## src/rtl/medikit_scheduler_if.sv

```systemverilog
// Signal bundle between the pill-box button/clock front end, the display
// logic and the medication reminder scheduler.
interface medikit_scheduler_if #(
    parameter int NUM_KINDS = 3,
    parameter int SLOTS     = 2,
    parameter int TW        = 7,
    parameter int CW        = 4
);
    localparam int NSLOT = NUM_KINDS * SLOTS;
    localparam int IW    = (NSLOT > 1) ? $clog2(NSLOT) : 1;

    logic                    run;
    logic                    btn_next;
    logic                    btn_skip;
    logic                    btn_take;
    logic                    tick;
    logic [TW-1:0]           t_hi;
    logic [TW-1:0]           t_lo;
    logic [IW-1:0]           rd_idx;

    logic [1:0]              state_out;
    logic [IW-1:0]           prog_idx;
    logic [NUM_KINDS-1:0]    alarm;
    logic [NUM_KINDS*CW-1:0] taken_cnt;
    logic [NUM_KINDS*CW-1:0] missed_cnt;
    logic [TW-1:0]           rd_hi;
    logic [TW-1:0]           rd_lo;
    logic                    rd_valid;

    modport master (
        output run, btn_next, btn_skip, btn_take, tick, t_hi, t_lo, rd_idx,
        input  state_out, prog_idx, alarm, taken_cnt, missed_cnt, rd_hi, rd_lo, rd_valid
    );

    modport slave (
        input  run, btn_next, btn_skip, btn_take, tick, t_hi, t_lo, rd_idx,
        output state_out, prog_idx, alarm, taken_cnt, missed_cnt, rd_hi, rd_lo, rd_valid
    );
endinterface

```

## src/rtl/medikit_scheduler.sv

```systemverilog
// Medication reminder controller: dose times are programmed slot by slot,
// then compared against wall-clock time on every tick. Matching kinds raise
// an alarm that is either acknowledged (taken) or times out (missed).
module medikit_scheduler #(
    parameter int NUM_KINDS = 3,
    parameter int SLOTS     = 2,
    parameter int TW        = 7,
    parameter int CW        = 4,
    parameter int TIMEOUT   = 10
) (
    input  logic               clkin,
    input  logic               rst_n,
    medikit_scheduler_if.slave bus
);
    localparam int NSLOT = NUM_KINDS * SLOTS;
    localparam int IW    = (NSLOT > 1) ? $clog2(NSLOT) : 1;
    localparam int TMW   = $clog2(TIMEOUT + 1);
    localparam logic [IW-1:0]  LAST_IDX  = IW'(NSLOT - 1);
    localparam logic [TMW-1:0] TIMEOUT_V = TMW'(TIMEOUT);

    typedef enum logic [1:0] {
        IDLE  = 2'd0,
        PROG  = 2'd1,
        ARMED = 2'd2,
        ALERT = 2'd3
    } state_t;

    state_t                  state_q, state_d;
    logic                    btn_next_p1, btn_skip_p1, btn_take_p1;
    logic                    next_edge, skip_edge, take_edge;
    logic [TW-1:0]           slot_hi [NSLOT];
    logic [TW-1:0]           slot_lo [NSLOT];
    logic [NSLOT-1:0]        slot_vld;
    logic [IW-1:0]           prog_idx_q;
    logic [NUM_KINDS-1:0]    alarm_q;
    logic [NUM_KINDS-1:0]    match;
    logic [NUM_KINDS*CW-1:0] taken_q, missed_q;
    logic [TMW-1:0]          timer_q, timer_inc;
    logic                    clear;
    logic                    timeout_hit;

    // Counters stick at all-ones instead of wrapping.
    function automatic logic [CW-1:0] sat_inc(input logic [CW-1:0] v);
        return (v == {CW{1'b1}}) ? v : v + CW'(1);
    endfunction

    assign next_edge   = bus.btn_next & ~btn_next_p1;
    assign skip_edge   = bus.btn_skip & ~btn_skip_p1;
    assign take_edge   = bus.btn_take & ~btn_take_p1;
    assign clear       = !bus.run || (state_q == IDLE);
    assign timer_inc   = timer_q + TMW'(1);
    assign timeout_hit = (timer_inc == TIMEOUT_V);

    // Per-kind match: any programmed slot of the kind equals the current time.
    always_comb begin
        match = '0;
        for (int k = 0; k < NUM_KINDS; k++) begin
            for (int s = 0; s < SLOTS; s++) begin
                if (slot_vld[k*SLOTS+s] && slot_hi[k*SLOTS+s] == bus.t_hi &&
                    slot_lo[k*SLOTS+s] == bus.t_lo) begin
                    match[k] = 1'b1;
                end
            end
        end
    end

    // Next-state logic; run low always forces a return to IDLE.
    always_comb begin
        state_d = state_q;
        if (!bus.run) begin
            state_d = IDLE;
        end else begin
            case (state_q)
                IDLE:    state_d = PROG;
                PROG:    if ((next_edge || skip_edge) && prog_idx_q == LAST_IDX) state_d = ARMED;
                ARMED:   if (bus.tick && |match) state_d = ALERT;
                ALERT: begin
                    if (take_edge)                       state_d = ARMED;
                    else if (bus.tick && timeout_hit)    state_d = ARMED;
                end
                default: state_d = IDLE;
            endcase
        end
    end

    // State register.
    always_ff @(posedge clkin or negedge rst_n) begin
        if (!rst_n) state_q <= IDLE;
        else        state_q <= state_d;
    end

    // One registered stage per button for rising-edge detection.
    always_ff @(posedge clkin or negedge rst_n) begin
        if (!rst_n) begin
            btn_next_p1 <= 1'b0;
            btn_skip_p1 <= 1'b0;
            btn_take_p1 <= 1'b0;
        end else begin
            btn_next_p1 <= bus.btn_next;
            btn_skip_p1 <= bus.btn_skip;
            btn_take_p1 <= bus.btn_take;
        end
    end

    // Slot storage, programming index, alarm, timer and dose counters.
    always_ff @(posedge clkin or negedge rst_n) begin
        if (!rst_n) begin
            for (int i = 0; i < NSLOT; i++) begin
                slot_hi[i] <= '0;
                slot_lo[i] <= '0;
            end
            slot_vld   <= '0;
            prog_idx_q <= '0;
            alarm_q    <= '0;
            timer_q    <= '0;
            taken_q    <= '0;
            missed_q   <= '0;
        end else if (clear) begin
            for (int i = 0; i < NSLOT; i++) begin
                slot_hi[i] <= '0;
                slot_lo[i] <= '0;
            end
            slot_vld   <= '0;
            prog_idx_q <= '0;
            alarm_q    <= '0;
            timer_q    <= '0;
            taken_q    <= '0;
            missed_q   <= '0;
        end else begin
            case (state_q)
                PROG: begin
                    if (next_edge || skip_edge) begin
                        slot_vld[prog_idx_q] <= next_edge;
                        if (next_edge) begin
                            slot_hi[prog_idx_q] <= bus.t_hi;
                            slot_lo[prog_idx_q] <= bus.t_lo;
                        end
                        if (prog_idx_q != LAST_IDX) prog_idx_q <= prog_idx_q + IW'(1);
                    end
                end
                ARMED: begin
                    if (bus.tick && |match) begin
                        alarm_q <= match;
                        timer_q <= '0;
                    end
                end
                ALERT: begin
                    if (take_edge) begin
                        for (int k = 0; k < NUM_KINDS; k++) begin
                            if (alarm_q[k]) taken_q[k*CW +: CW] <= sat_inc(taken_q[k*CW +: CW]);
                        end
                        alarm_q <= '0;
                    end else if (bus.tick) begin
                        if (timeout_hit) begin
                            for (int k = 0; k < NUM_KINDS; k++) begin
                                if (alarm_q[k] || match[k])
                                    missed_q[k*CW +: CW] <= sat_inc(missed_q[k*CW +: CW]);
                            end
                            alarm_q <= '0;
                        end else begin
                            alarm_q <= alarm_q | match;
                            timer_q <= timer_inc;
                        end
                    end
                end
                default: ;
            endcase
        end
    end

    // Combinational readback of one slot; out-of-range indices read as zero.
    always_comb begin
        bus.rd_hi    = '0;
        bus.rd_lo    = '0;
        bus.rd_valid = 1'b0;
        if (int'(bus.rd_idx) < NSLOT) begin
            bus.rd_hi    = slot_hi[bus.rd_idx];
            bus.rd_lo    = slot_lo[bus.rd_idx];
            bus.rd_valid = slot_vld[bus.rd_idx];
        end
    end

    assign bus.state_out  = state_q;
    assign bus.prog_idx   = prog_idx_q;
    assign bus.alarm      = alarm_q;
    assign bus.taken_cnt  = taken_q;
    assign bus.missed_cnt = missed_q;
endmodule
```

## src/flat_wrapper.sv

```systemverilog
// flat-port wrapper written by rule: the top's interface ports become plain ports
module medikit_scheduler_flat 
#(
    parameter int NUM_KINDS = 3,
    parameter int SLOTS     = 2,
    parameter int TW        = 7,
    parameter int CW        = 4,
    parameter int TIMEOUT   = 10
)
  (clkin, rst_n, bus_run, bus_btn_next, bus_btn_skip, bus_btn_take, bus_tick, bus_t_hi, bus_t_lo, bus_rd_idx, bus_state_out, bus_prog_idx, bus_alarm, bus_taken_cnt, bus_missed_cnt, bus_rd_hi, bus_rd_lo, bus_rd_valid);
  medikit_scheduler_if #(.NUM_KINDS(NUM_KINDS), .SLOTS(SLOTS), .TW(TW), .CW(CW)) bus_i ();
  input  logic clkin;
  input  logic rst_n;
  input wire logic [$bits(bus_i.run)-1:0] bus_run;
  input wire logic [$bits(bus_i.btn_next)-1:0] bus_btn_next;
  input wire logic [$bits(bus_i.btn_skip)-1:0] bus_btn_skip;
  input wire logic [$bits(bus_i.btn_take)-1:0] bus_btn_take;
  input wire logic [$bits(bus_i.tick)-1:0] bus_tick;
  input wire logic [$bits(bus_i.t_hi)-1:0] bus_t_hi;
  input wire logic [$bits(bus_i.t_lo)-1:0] bus_t_lo;
  input wire logic [$bits(bus_i.rd_idx)-1:0] bus_rd_idx;
  output wire logic [$bits(bus_i.state_out)-1:0] bus_state_out;
  output wire logic [$bits(bus_i.prog_idx)-1:0] bus_prog_idx;
  output wire logic [$bits(bus_i.alarm)-1:0] bus_alarm;
  output wire logic [$bits(bus_i.taken_cnt)-1:0] bus_taken_cnt;
  output wire logic [$bits(bus_i.missed_cnt)-1:0] bus_missed_cnt;
  output wire logic [$bits(bus_i.rd_hi)-1:0] bus_rd_hi;
  output wire logic [$bits(bus_i.rd_lo)-1:0] bus_rd_lo;
  output wire logic [$bits(bus_i.rd_valid)-1:0] bus_rd_valid;
  assign bus_i.run = bus_run;
  assign bus_i.btn_next = bus_btn_next;
  assign bus_i.btn_skip = bus_btn_skip;
  assign bus_i.btn_take = bus_btn_take;
  assign bus_i.tick = bus_tick;
  assign bus_i.t_hi = bus_t_hi;
  assign bus_i.t_lo = bus_t_lo;
  assign bus_i.rd_idx = bus_rd_idx;
  assign bus_state_out = bus_i.state_out;
  assign bus_prog_idx = bus_i.prog_idx;
  assign bus_alarm = bus_i.alarm;
  assign bus_taken_cnt = bus_i.taken_cnt;
  assign bus_missed_cnt = bus_i.missed_cnt;
  assign bus_rd_hi = bus_i.rd_hi;
  assign bus_rd_lo = bus_i.rd_lo;
  assign bus_rd_valid = bus_i.rd_valid;
  medikit_scheduler #(.NUM_KINDS(NUM_KINDS), .SLOTS(SLOTS), .TW(TW), .CW(CW), .TIMEOUT(TIMEOUT)) u_core (.clkin(clkin), .rst_n(rst_n), .bus(bus_i));
endmodule
```

## config.mk

```make
export PLATFORM = sky130hd
export DESIGN_NAME = medikit_scheduler_flat
export DESIGN_NICKNAME = d
export VERILOG_FILES = /design/src/rtl/medikit_scheduler_if.sv /design/src/rtl/medikit_scheduler.sv /design/src/flat_wrapper.sv
export SDC_FILE = /design/constraint.sdc
export NUM_CORES = 1
export LEC_CHECK = 0
export ABC_AREA = 1
export BUFFER_PORTS_ARGS = -buffer_cell sky130_fd_sc_hd__buf_2
export CAP_MARGIN = 20
export CORE_ASPECT_RATIO = 0.6
export CORE_MARGIN = 2
export CORE_UTILIZATION = 40
export CTS_CLUSTER_DIAMETER = 40
export DETAILED_ROUTE_END_ITERATION = 12
export HOLD_SLACK_MARGIN = 0.05
export MAX_ROUTING_LAYER = met4
export SYNTH_ARGS = -nofsm -noshare
export SYNTH_HDL_FRONTEND = slang
export SYNTH_SLANG_ARGS = --single-unit
```

## constraint.sdc

```tcl
create_clock -name clkin -period 4.3 [get_ports clkin]
set_input_delay 0.43 -clock clkin [delete_from_list [all_inputs] [get_ports clkin]]
set_output_delay 0.43 -clock clkin [all_outputs]
set_load 0.03 [all_outputs]
```

==> out/results.txt <==
Status = finished, final reports clean
Count of input and output buffers = 70
Clock Sinks = 129
Initial antenna violation count = 0
Synth Area per Inst = 7.20 µm²
P&R area growth vs syn = 14.5%
Max IR drop VDD = 0.000289 V
Gr usage total = 0.278
Core Box Area = 18400 µm²
Root buffer cell = clkbuf_16
Final Critical Period = 2760 ps
Pin count of the biggest net entering global routing = 74
Synth warn = 0
Initial Utilization = 0.414
Maximum clock path buffer count = 2
Ys async rst share = 1.00
CP Launch Type = primary input
Post-synthesis cell type with the largest combined area = dfrtp_1
Drt pass-1 iters = 6
Post-synthesis cell type count = 28
Worst-path clk slew = 60 ps
Crit-path slowest cell = inv_1
Worst-Margin Slew = 1080 ps
Final critical-path share of the clock period = 0.643
Largest cells by area after synthesis = dfrtp_1, nand2_1, o22ai_1
Top cell type's share of synthesized area = 0.425
F_max = 362 MHz
Setup Buffers After CTS = 0
Power density cells = 430 nW/µm²
Leading cell types by count after synthesis = nand2_1, inv_1, dfrtp_1
Placed Area = 8110 µm²
Reg2reg setup slack = 1830 ps
Post-DRT Antenna Nets = 0
Max-slew violation count = 0
Routed WL per cell = 19.6 µm
P_leak = 4.06 nW
EDFF count, synth = 0
TritonCTS buffer count = 17
Post-layout nets = 1142
Cell Chain, Critical Path = buf_2 -> inv_1 -> a21oi_1 -> o21ai_0 -> o21ai_0 -> nand2_1 -> o21ai_0 -> buf_2
WS Path Type = primary input to primary output
First-pass GRT wire length = 40700 µm
Max incr delay on CP = 570 ps
DRC errors left = 0
Critical path capture point type = primary output
Die area = 20200 µm²
Synthesized area = 7600 µm²
Sequential area share after synthesis = 0.425
RSZ-0062 raised after global routing = false
GPL Wtd Cong = 1.03
Die width = 182 µm
Register area = 3230 µm²
Initial detailed-routing violation count = 906
Number of global-route vias before repair = 6711
Fillcell total = 1856
Multi-input logic area = 3570 µm²
Row cnt = 38
Mapped Cells = 1056
WL final = 26700 µm
Post-synth net total = 1090
Clock Skew = 15.3 ps
MaxCap Viol Count = 0
Post_cts resized = 0
Layout cells sized above 1 = 0.121
Worst EP required = 3870 ps
Hold Fails Final Rpt = 0
Diodes inserted = 0
FF-to-FF Start = u_core.bus.state_out[0]
Vias per Instance = 5.50
# hold bufs at CTS = 0
Congestion Overflow GR = 0
Most numerous cell in the Yosys netlist = nand2_1
Hold/Removal Path Class = primary input to async pin
Ys flop type = dfrtp_1
DR vias = 7489
Fin Hold WS = 24.9 ps
Final Instance Area = 8700 µm²
Worst Path Buf+Inv = 3
Crit Path Max Fanout = 30
Post-DP HPWL = 19400 µm
Reg2reg end = u_core.slot_lo[17]
FF+latch count, synth = 129
R2R cell count = 6
Die height = 111 µm
Top Ports = 71
Clk_lat worst skew = 440 ps
Clock H-tree levels = 4
Cell class contributing the biggest share of worst-path delay = buffers and inverters
Most used cell, CP = o21ai_0
Critical Path AT = 2330 ps
TritonCTS clock tree = yes
Final number of setup-violating endpoints = 0
Setup TNS = 0 ps
Slew margin rel. = 0.282
## stage by stage
step / power (mW) / util / cells / setup slack, ps
global route: 3.89 / 0.474 / 1361 / 1410
finish: 3.74 / 0.474 / 1361 / 1540
floorplan: 1.93 / - / 1056 / 2110
global placement: 2.25 / 0.442 / 1328 / 1370
CTS: 3.73 / 0.474 / 1361 / 1620
detailed placement: 2.25 / 0.442 / 1329 / 1620
## layout make-up
type,count,share of cell area
multi-input cells,727,0.410
flip-flops and latches,129,0.371
inverters,151,0.0651
clock buffers,21,0.0529
repair buffers,82,0.0513
well taps,240,0.0345
clock inverters,11,0.0151
## registers in the layout, indices dropped and copies added, names as in the netlist
signal,cells
u_core.timer_q,4
u_core.bus.taken_cnt,12
u_core.btn_take_p1,1
u_core.btn_next_p1,1
u_core.btn_skip_p1,1
u_core.bus.prog_idx,3
u_core.slot_hi,42
u_core.bus.missed_cnt,12
u_core.slot_vld,6
u_core.bus.alarm,3
u_core.slot_lo,42
u_core.bus.state_out,2
## cell usage in the layout (no fill, tap or decap)
cell        instances
a31oi_1             3
o21a_1              2
inv_6               1
clkinv_1            1
clkbuf_16          17
o21ai_0            88
nor2_1             84
nand3_1            42
nand2_4             1
o21ai_1            11
nand2_1           295
clkinv_4            4
clkbuf_1            2
o22ai_1            92
xor2_1              9
xnor2_1            19
ha_1               10
a21oi_1            29
nand4_1             8
bufinv_16           2
buf_6               1
clkinvlp_4          3
dfrtp_1           129
buf_4              12
clkbuf_8            2
nand3_2             2
o211ai_1           15
inv_2              16
a21oi_4             1
nand3b_1            2
buf_2              69
inv_1             134
nor3b_1             2
nor3_1              8
clkinv_2            1
o21ai_2             4
## worst max-delay path by stage
stage,endpoint,cells past startpoint,startpoint,slack [ps]
6_report,bus_rd_lo[5],8,bus_rd_idx[1],1540
5_1_grt,bus_rd_hi[0],8,bus_rd_idx[1],1410
4_1_cts,bus_rd_hi[0],5,bus_rd_idx[1],1620
3_5_place_dp,bus_rd_hi[0],5,bus_rd_idx[1],1620
3_3_place_gp,u_core.slot_lo[9],4,u_core.bus.prog_idx[1],1370
2_1_floorplan,bus_rd_hi[2],4,bus_rd_idx[0],2110
## logic make-up after synthesis
kind of cell,after synthesis,synth area share
fa+ha+maj,10,0.0165
simple gates,444,0.235
xor+xnor,28,0.0323
compound gates,245,0.184
buf+inv,200,0.108
flops,129,0.425
## power breakdown
group	leakage (nW)	switching, mW	internal (mW)
sequential	1.79	0.0558	1.27
clock	0.280	0.593	0.888
combinational	2.00	0.706	0.228
total	4.06	1.36	2.38
## routing by layer
metal	share of wire	GRT usage	wire length, µm	vias to the layer above
li1	-	-	-	3562
met1	0.49	0.425	13000	3510
met2	0.37	0.335	9830	386
met3	0.13	0.102	3520	31
met4	0.013	0.0645	340	0
met5	0	-	0	-
No activity file was read; power rests on OpenSTA's default activity.
